File: src/rtl/mdu_ctrl_if.sv
// Handshake and result bus between the EX stage and the multiply/divide unit.
// The master is the EX stage. The slave is the MDU.
interface mdu_ctrl_if;
  logic        start;
  logic [2:0]  op;
  logic [31:0] src_a;
  logic [31:0] src_b;
  logic        flush;
  logic        ready;
  logic        busy;
  logic [31:0] hi;
  logic [31:0] lo;

  modport master (output start, op, src_a, src_b, flush,
                  input  ready, busy, hi, lo);
  modport slave  (input  start, op, src_a, src_b, flush,
                  output ready, busy, hi, lo);
endinterface

File: src/rtl/mdu_ctrl.sv
// Multi-cycle multiply/divide unit that owns the architectural HI/LO registers.
// Multiplies take MUL_LAT cycles. Divides are restoring radix-2 and take 32 cycles.
module mdu_ctrl #(
  parameter int MUL_LAT = 4
) (
  input  logic       clk,
  input  logic       resetn,
  mdu_ctrl_if.slave  bus
);
  localparam int DATA_W = 32;
  localparam logic [2:0] OP_MULT  = 3'b000;
  localparam logic [2:0] OP_MULTU = 3'b001;
  localparam logic [2:0] OP_DIV   = 3'b010;
  localparam logic [2:0] OP_DIVU  = 3'b011;
  localparam logic [2:0] OP_MTHI  = 3'b100;
  localparam logic [2:0] OP_MTLO  = 3'b101;
  localparam logic [5:0] MUL_LAST = 6'(MUL_LAT - 1);
  localparam logic [5:0] DIV_LAST = 6'd31;

  typedef enum logic [1:0] {S_IDLE, S_MUL, S_DIV, S_DONE} state_t;
  typedef enum logic [1:0] {K_NONE, K_MUL, K_DIV} kind_t;

  state_t              r_state;
  kind_t               r_kind;
  logic [5:0]          r_cnt;
  logic                r_busy;
  logic [DATA_W-1:0]   r_hi, r_lo;
  logic [DATA_W-1:0]   r_a, r_b, r_rem;
  logic                r_sgn, r_neg_q, r_neg_r;

  logic                w_req, w_is_mul, w_is_div, w_signed, w_div0, w_launch;
  logic signed [63:0]  w_ma, w_mb, w_prod;
  logic [DATA_W:0]     w_shift, w_diff;
  logic                w_sub_ok;

  function automatic logic [DATA_W-1:0] f_abs(input logic signed [DATA_W-1:0] v);
    return v[DATA_W-1] ? DATA_W'(-v) : v;
  endfunction

  function automatic logic [DATA_W-1:0] f_fix(input logic [DATA_W-1:0] mag, input logic neg);
    return neg ? DATA_W'(-mag) : mag;
  endfunction

  assign w_req    = (r_state == S_IDLE) && bus.start && !bus.flush;
  assign w_is_mul = (bus.op == OP_MULT) || (bus.op == OP_MULTU);
  assign w_is_div = (bus.op == OP_DIV)  || (bus.op == OP_DIVU);
  assign w_signed = !bus.op[0];
  assign w_div0   = (bus.src_b == '0);
  assign w_launch = w_req && (w_is_mul || w_is_div);

  assign w_ma   = {{32{r_sgn & r_a[DATA_W-1]}}, r_a};
  assign w_mb   = {{32{r_sgn & r_b[DATA_W-1]}}, r_b};
  assign w_prod = w_ma * w_mb;

  // One restoring step: shift in the next dividend bit, try to subtract the divisor.
  assign w_shift  = {r_rem, r_a[DATA_W-1]};
  assign w_diff   = w_shift - {1'b0, r_b};
  assign w_sub_ok = !w_diff[DATA_W];

  assign bus.ready = !((r_state == S_MUL) || (r_state == S_DIV)) && !w_launch;
  assign bus.busy  = r_busy;
  assign bus.hi    = r_hi;
  assign bus.lo    = r_lo;

  always_ff @(posedge clk or negedge resetn) begin
    if (!resetn) begin
      r_state <= S_IDLE;
      r_kind  <= K_NONE;
      r_cnt   <= '0;
      r_busy  <= 1'b0;
      r_hi    <= '0;
      r_lo    <= '0;
    end else begin
      case (r_state)
        S_IDLE: begin
          if (w_req) begin
            if (w_is_mul) begin
              r_state <= S_MUL;
              r_kind  <= K_MUL;
              r_cnt   <= '0;
              r_busy  <= 1'b1;
            end else if (w_is_div && w_div0) begin
              r_state <= S_DONE;
              r_kind  <= K_NONE;
            end else if (w_is_div) begin
              r_state <= S_DIV;
              r_kind  <= K_DIV;
              r_cnt   <= '0;
              r_busy  <= 1'b1;
            end else if (bus.op == OP_MTHI) begin
              r_hi <= bus.src_a;
            end else if (bus.op == OP_MTLO) begin
              r_lo <= bus.src_a;
            end
          end
        end
        S_MUL: begin
          if (bus.flush) begin
            r_state <= S_IDLE;
            r_busy  <= 1'b0;
          end else if (r_cnt == MUL_LAST) begin
            r_state <= S_DONE;
            r_busy  <= 1'b0;
          end else begin
            r_cnt <= r_cnt + 6'd1;
          end
        end
        S_DIV: begin
          if (bus.flush) begin
            r_state <= S_IDLE;
            r_busy  <= 1'b0;
          end else if (r_cnt == DIV_LAST) begin
            r_state <= S_DONE;
            r_busy  <= 1'b0;
          end else begin
            r_cnt <= r_cnt + 6'd1;
          end
        end
        S_DONE: begin
          if (!bus.flush && r_kind == K_MUL) begin
            r_hi <= w_prod[63:32];
            r_lo <= w_prod[31:0];
          end else if (!bus.flush && r_kind == K_DIV) begin
            r_hi <= f_fix(r_rem, r_neg_r);
            r_lo <= f_fix(r_a, r_neg_q);
          end
          r_state <= S_IDLE;
        end
        default: begin
          r_state <= S_IDLE;
          r_busy  <= 1'b0;
        end
      endcase
    end
  end

  // Operand and iteration datapath. r_a holds the dividend and collects the quotient bits.
  always_ff @(posedge clk) begin
    if (w_launch) begin
      r_sgn   <= w_signed;
      r_rem   <= '0;
      r_neg_q <= w_is_div && w_signed && (bus.src_a[DATA_W-1] ^ bus.src_b[DATA_W-1]);
      r_neg_r <= w_is_div && w_signed && bus.src_a[DATA_W-1];
      if (w_is_div && w_signed) begin
        r_a <= f_abs(bus.src_a);
        r_b <= f_abs(bus.src_b);
      end else begin
        r_a <= bus.src_a;
        r_b <= bus.src_b;
      end
    end else if (r_state == S_DIV) begin
      r_rem <= w_sub_ok ? w_diff[DATA_W-1:0] : w_shift[DATA_W-1:0];
      r_a   <= {r_a[DATA_W-2:0], w_sub_ok};
    end
  end
endmodule

File: src/flat_wrapper.sv
// flat-port wrapper written by rule: the top's interface ports become plain ports
module mdu_ctrl_flat 
#(
  parameter int MUL_LAT = 4
)
  (clk, resetn, bus_start, bus_op, bus_src_a, bus_src_b, bus_flush, bus_ready, bus_busy, bus_hi, bus_lo);
  mdu_ctrl_if bus_i ();
  input  logic clk;
  input  logic resetn;
  input wire logic [$bits(bus_i.start)-1:0] bus_start;
  input wire logic [$bits(bus_i.op)-1:0] bus_op;
  input wire logic [$bits(bus_i.src_a)-1:0] bus_src_a;
  input wire logic [$bits(bus_i.src_b)-1:0] bus_src_b;
  input wire logic [$bits(bus_i.flush)-1:0] bus_flush;
  output wire logic [$bits(bus_i.ready)-1:0] bus_ready;
  output wire logic [$bits(bus_i.busy)-1:0] bus_busy;
  output wire logic [$bits(bus_i.hi)-1:0] bus_hi;
  output wire logic [$bits(bus_i.lo)-1:0] bus_lo;
  assign bus_i.start = bus_start;
  assign bus_i.op = bus_op;
  assign bus_i.src_a = bus_src_a;
  assign bus_i.src_b = bus_src_b;
  assign bus_i.flush = bus_flush;
  assign bus_ready = bus_i.ready;
  assign bus_busy = bus_i.busy;
  assign bus_hi = bus_i.hi;
  assign bus_lo = bus_i.lo;
  mdu_ctrl #(.MUL_LAT(MUL_LAT)) u_core (.clk(clk), .resetn(resetn), .bus(bus_i));
endmodule
File: config.mk
export PLATFORM = sky130hd
export DESIGN_NAME = mdu_ctrl_flat
export DESIGN_NICKNAME = d
export VERILOG_FILES = /design/src/rtl/mdu_ctrl_if.sv /design/src/rtl/mdu_ctrl.sv /design/src/flat_wrapper.sv
export SDC_FILE = /design/constraint.sdc
export NUM_CORES = 2
export LEC_CHECK = 0
export ABC_AREA = 1
export CAP_MARGIN = 10
export CORE_MARGIN = 5
export CORE_UTILIZATION = 43
export DETAILED_ROUTE_END_ITERATION = 16
export DONT_BUFFER_PORTS = 1
export HOLD_SLACK_MARGIN = 0.1
export SKIP_CTS_REPAIR_TIMING = 1
export SYNTH_ARGS = -nofsm -noshare
export SYNTH_HDL_FRONTEND = slang
export SYNTH_SLANG_ARGS = --single-unit
File: constraint.sdc
create_clock -name clk -period 15.4 [get_ports clk]
set_input_delay 2.31 -clock clk [delete_from_list [all_inputs] [get_ports clk]]
set_output_delay 2.31 -clock clk [all_outputs]
set_load 0.05 [all_outputs]
==> impl_metrics.ini <==
[hold_path]
hold_end = u_core.r_rem[0]$_SDFFE_PP0P_
worstHoldPathType = flip-flop to flip-flop
min_from = u_core.r_rem[0]$_SDFFE_PP0P_
hold_path_depth = 2

[logic_synthesis]
synth_compound_area_share_pct = 5.13
synth_cells = 7261
synth-xor-area-share_pct = 1.39
ys_ff_latch = 174
synth_edf_count = 67
synth.top_cells.by_area = fa_1, nand2_1, inv_1, ha_1, edfxtp_1
synth-main-ff-cell = dfrtp_1
syn-num-nets = 8713
synth_top_cell_by_area = fa_1
synth_top_family_by_area = adder cells
syn_area_per_cell_sq_um = 7.39
yosysSeqAreaShare_pct = 8.44
synthSimpleGateAreaFrac_pct = 21.2
muxShareOfSynthArea_pct = 0
yosys_warnings = 0
synth.distinct_cells = 56
synthAdderAreaFrac_pct = 48.0
synth_area_sq_um = 53600
synth_top_area_share_pct = 42.0
async_reset_ff_share_pct = 43.1

[finish]
fin_area_sq_um = 55800
register_area_sq_um = 4530
layout_common_cells = nand2_1, inv_1, fa_1
final_util_pct = 45.1
final_common_cell = nand2_1
syn2layout_area_growth_pct = 4.05
multi_input_area_sq_um = 40600
n_fill_cell = 12700
fin_nets = 8504
layout-drive-gt1-share_pct = 2.69

[clock_network]
clk_pin_slew_ns = 0.09
cts_tree = done
htreeDepth = 4
root_buffer = clkbuf_16
clock-sinks = 174
numCtsBuffers = 17
insertion_delay_ns = 0.48
cts_buffer_depth = 2

[critical_path]
critPathMostFrequentCell = fa_1
cp_slowest_stage_delay_ns = 0.92
rr_endpoint = u_core.bus.hi[23]$_DFFE_PN0P_
rr_startpoint = u_core.r_a[31]$_DFFE_PP_
critPathKind = flip-flop to flip-flop
reg2reg_setup_slack_ns = 6.10
end_kind = flip-flop
required_ns = 15.82
reg2regPathDepth = 29
cp.arrival_ns = 9.71
cp_slowest_cell = fa_1
startpoint_type = flip-flop
crit_fanout = 38

[route]
num_vias = 46300
drt-vias-per-instance = 5.32
drt_iter0_drc = 3990
drc = 0
wl_per_cell_microns = 23.1
drtAntennaViolNets = 0
wl_microns = 201000
drt-pass1-iter-count = 6

[global_routing]
grt-ovfl-total = 0
grtUsageTotal_pct = 30.8
grt_pass1_vias = 48500
antenna_found_initial = 6
grt_pass1_wl_microns = 303000
grt_max_degree = 76

[placed_design]
numPortBuffers = 0
place_hpwl_microns = 160000
place_congestion = 1.06
detailed_place.area_sq_um = 55200

[sta]
fmax_ghz = 0.108
fin_skew_ns = 0.0168
period_needed_ns = 9.30
setup_tns_ns = 0
slew_viol_final = 0
relSlewSlack_pct = 6.56
final_hold_viol_count = 0
setup_viol = 0
min_period_over_period_pct = 60.4
worstMarginPinSlew_ns = 1.39
rsz0062_at_grt = false

[die]
die_area_sq_um = 132000
core_area_sq_um = 124000
die_x_microns = 363
pin_count = 137
start_util_pct = 43.3
num_rows = 129
die_h_microns = 363

[status]
status = finished, final reports clean

[flow_run]
maxCapViolations = 0
==> per-stage QoR <==
step,hold WS (ns),instances,setup WS (ns)
2_1_floorplan,0.449,7261,7.93
3_3_place_gp,0.458,8669,6.31
3_5_place_dp,0.471,8670,6.26
4_1_cts,0.486,8702,6.26
5_1_grt,0.512,8702,5.58
6_report,0.485,8708,6.10
==> worst max-delay path, delay by kind of cell (launching register included) <==
kind,cells,cell delay (ns)
adder cells (fa/ha/maj),9,4.90
AND/OR/NAND/NOR,11,2.13
AO/OA/AOI/OAI,1,0.13
buffers and inverters,8,1.71
flip-flops,1,0.33
==> layout make-up <==
cell class / count / share of cell area (%)
diodes: 6 / 0.0269
clock buffers: 17 / 0.762
clock inverters: 15 / 0.334
inverters: 1931 / 13.0
multi-input cells: 4827 / 72.8
flip-flops and latches: 174 / 8.11
well taps: 1637 / 3.67
repair buffers: 101 / 1.36
==> how the worst max path moves through the flow <==
stage	startpoint	endpoint	depth (start not counted)
2_1_floorplan	u_core.r_a[31]$_DFFE_PP_	u_core.bus.hi[31]$_DFFE_PN0P_	29
3_3_place_gp	u_core.r_a[31]$_DFFE_PP_	u_core.bus.hi[23]$_DFFE_PN0P_	29
3_5_place_dp	u_core.r_a[31]$_DFFE_PP_	u_core.bus.hi[23]$_DFFE_PN0P_	29
4_1_cts	u_core.r_a[31]$_DFFE_PP_	u_core.bus.hi[23]$_DFFE_PN0P_	29
5_1_grt	u_core.r_a[31]$_DFFE_PP_	u_core.bus.hi[25]$_DFFE_PN0P_	31
6_report	u_core.r_a[31]$_DFFE_PP_	u_core.bus.hi[23]$_DFFE_PN0P_	29
==> logic make-up (layout without fill, tap and decap cells) <==
kind of cell,after synthesis,in the layout
flops,174,174
buf+inv,2260,2064
fa+ha+maj,1381,1381
simple gates,2846,2846
xor+xnor,85,85
compound gates,515,515
other cells,0,6
==> cells in the mapped netlist, drive strengths merged (17+ instances only) <==
cell / instances
edfxtp: 67
nand3: 241
fa: 1126
or2: 17
o21ai: 213
clkbuf: 254
dfxtp: 32
nor3: 38
nor2: 508
xor2: 55
xnor2: 30
buf: 75
ha: 255
nand4: 38
dfrtp: 75
a21oi: 234
inv: 1930
a31oi: 17
nand2: 1983
==> registers in the layout, indices dropped and copies added, names as in the netlist <==
register	count
u_core.r_neg_r	1
u_core.r_rem	32
u_core.r_neg_q	1
u_core.bus.lo	32
u_core.r_state	2
u_core.bus.hi	32
u_core.r_a	32
u_core.bus.busy	1
u_core.r_cnt	6
u_core.r_b	32
u_core.r_kind	2
u_core.r_sgn	1
==> routing by layer <==
metal | wire (microns) | vias to the layer above | share of wire, % | global-route usage (%)
li1 | - | 20500 | - | -
met3 | 15900 | 512 | 7.9 | 5.96
met4 | 12100 | 4 | 6.0 | 15.2
met5 | 151 | - | 0.075 | 0.749
met1 | 77100 | 23400 | 38 | 37.9
met2 | 95600 | 1969 | 48 | 52.1
Power is not shown: default switching activity piles up to over one toggle a cycle in this logic, so the estimate is an artifact.
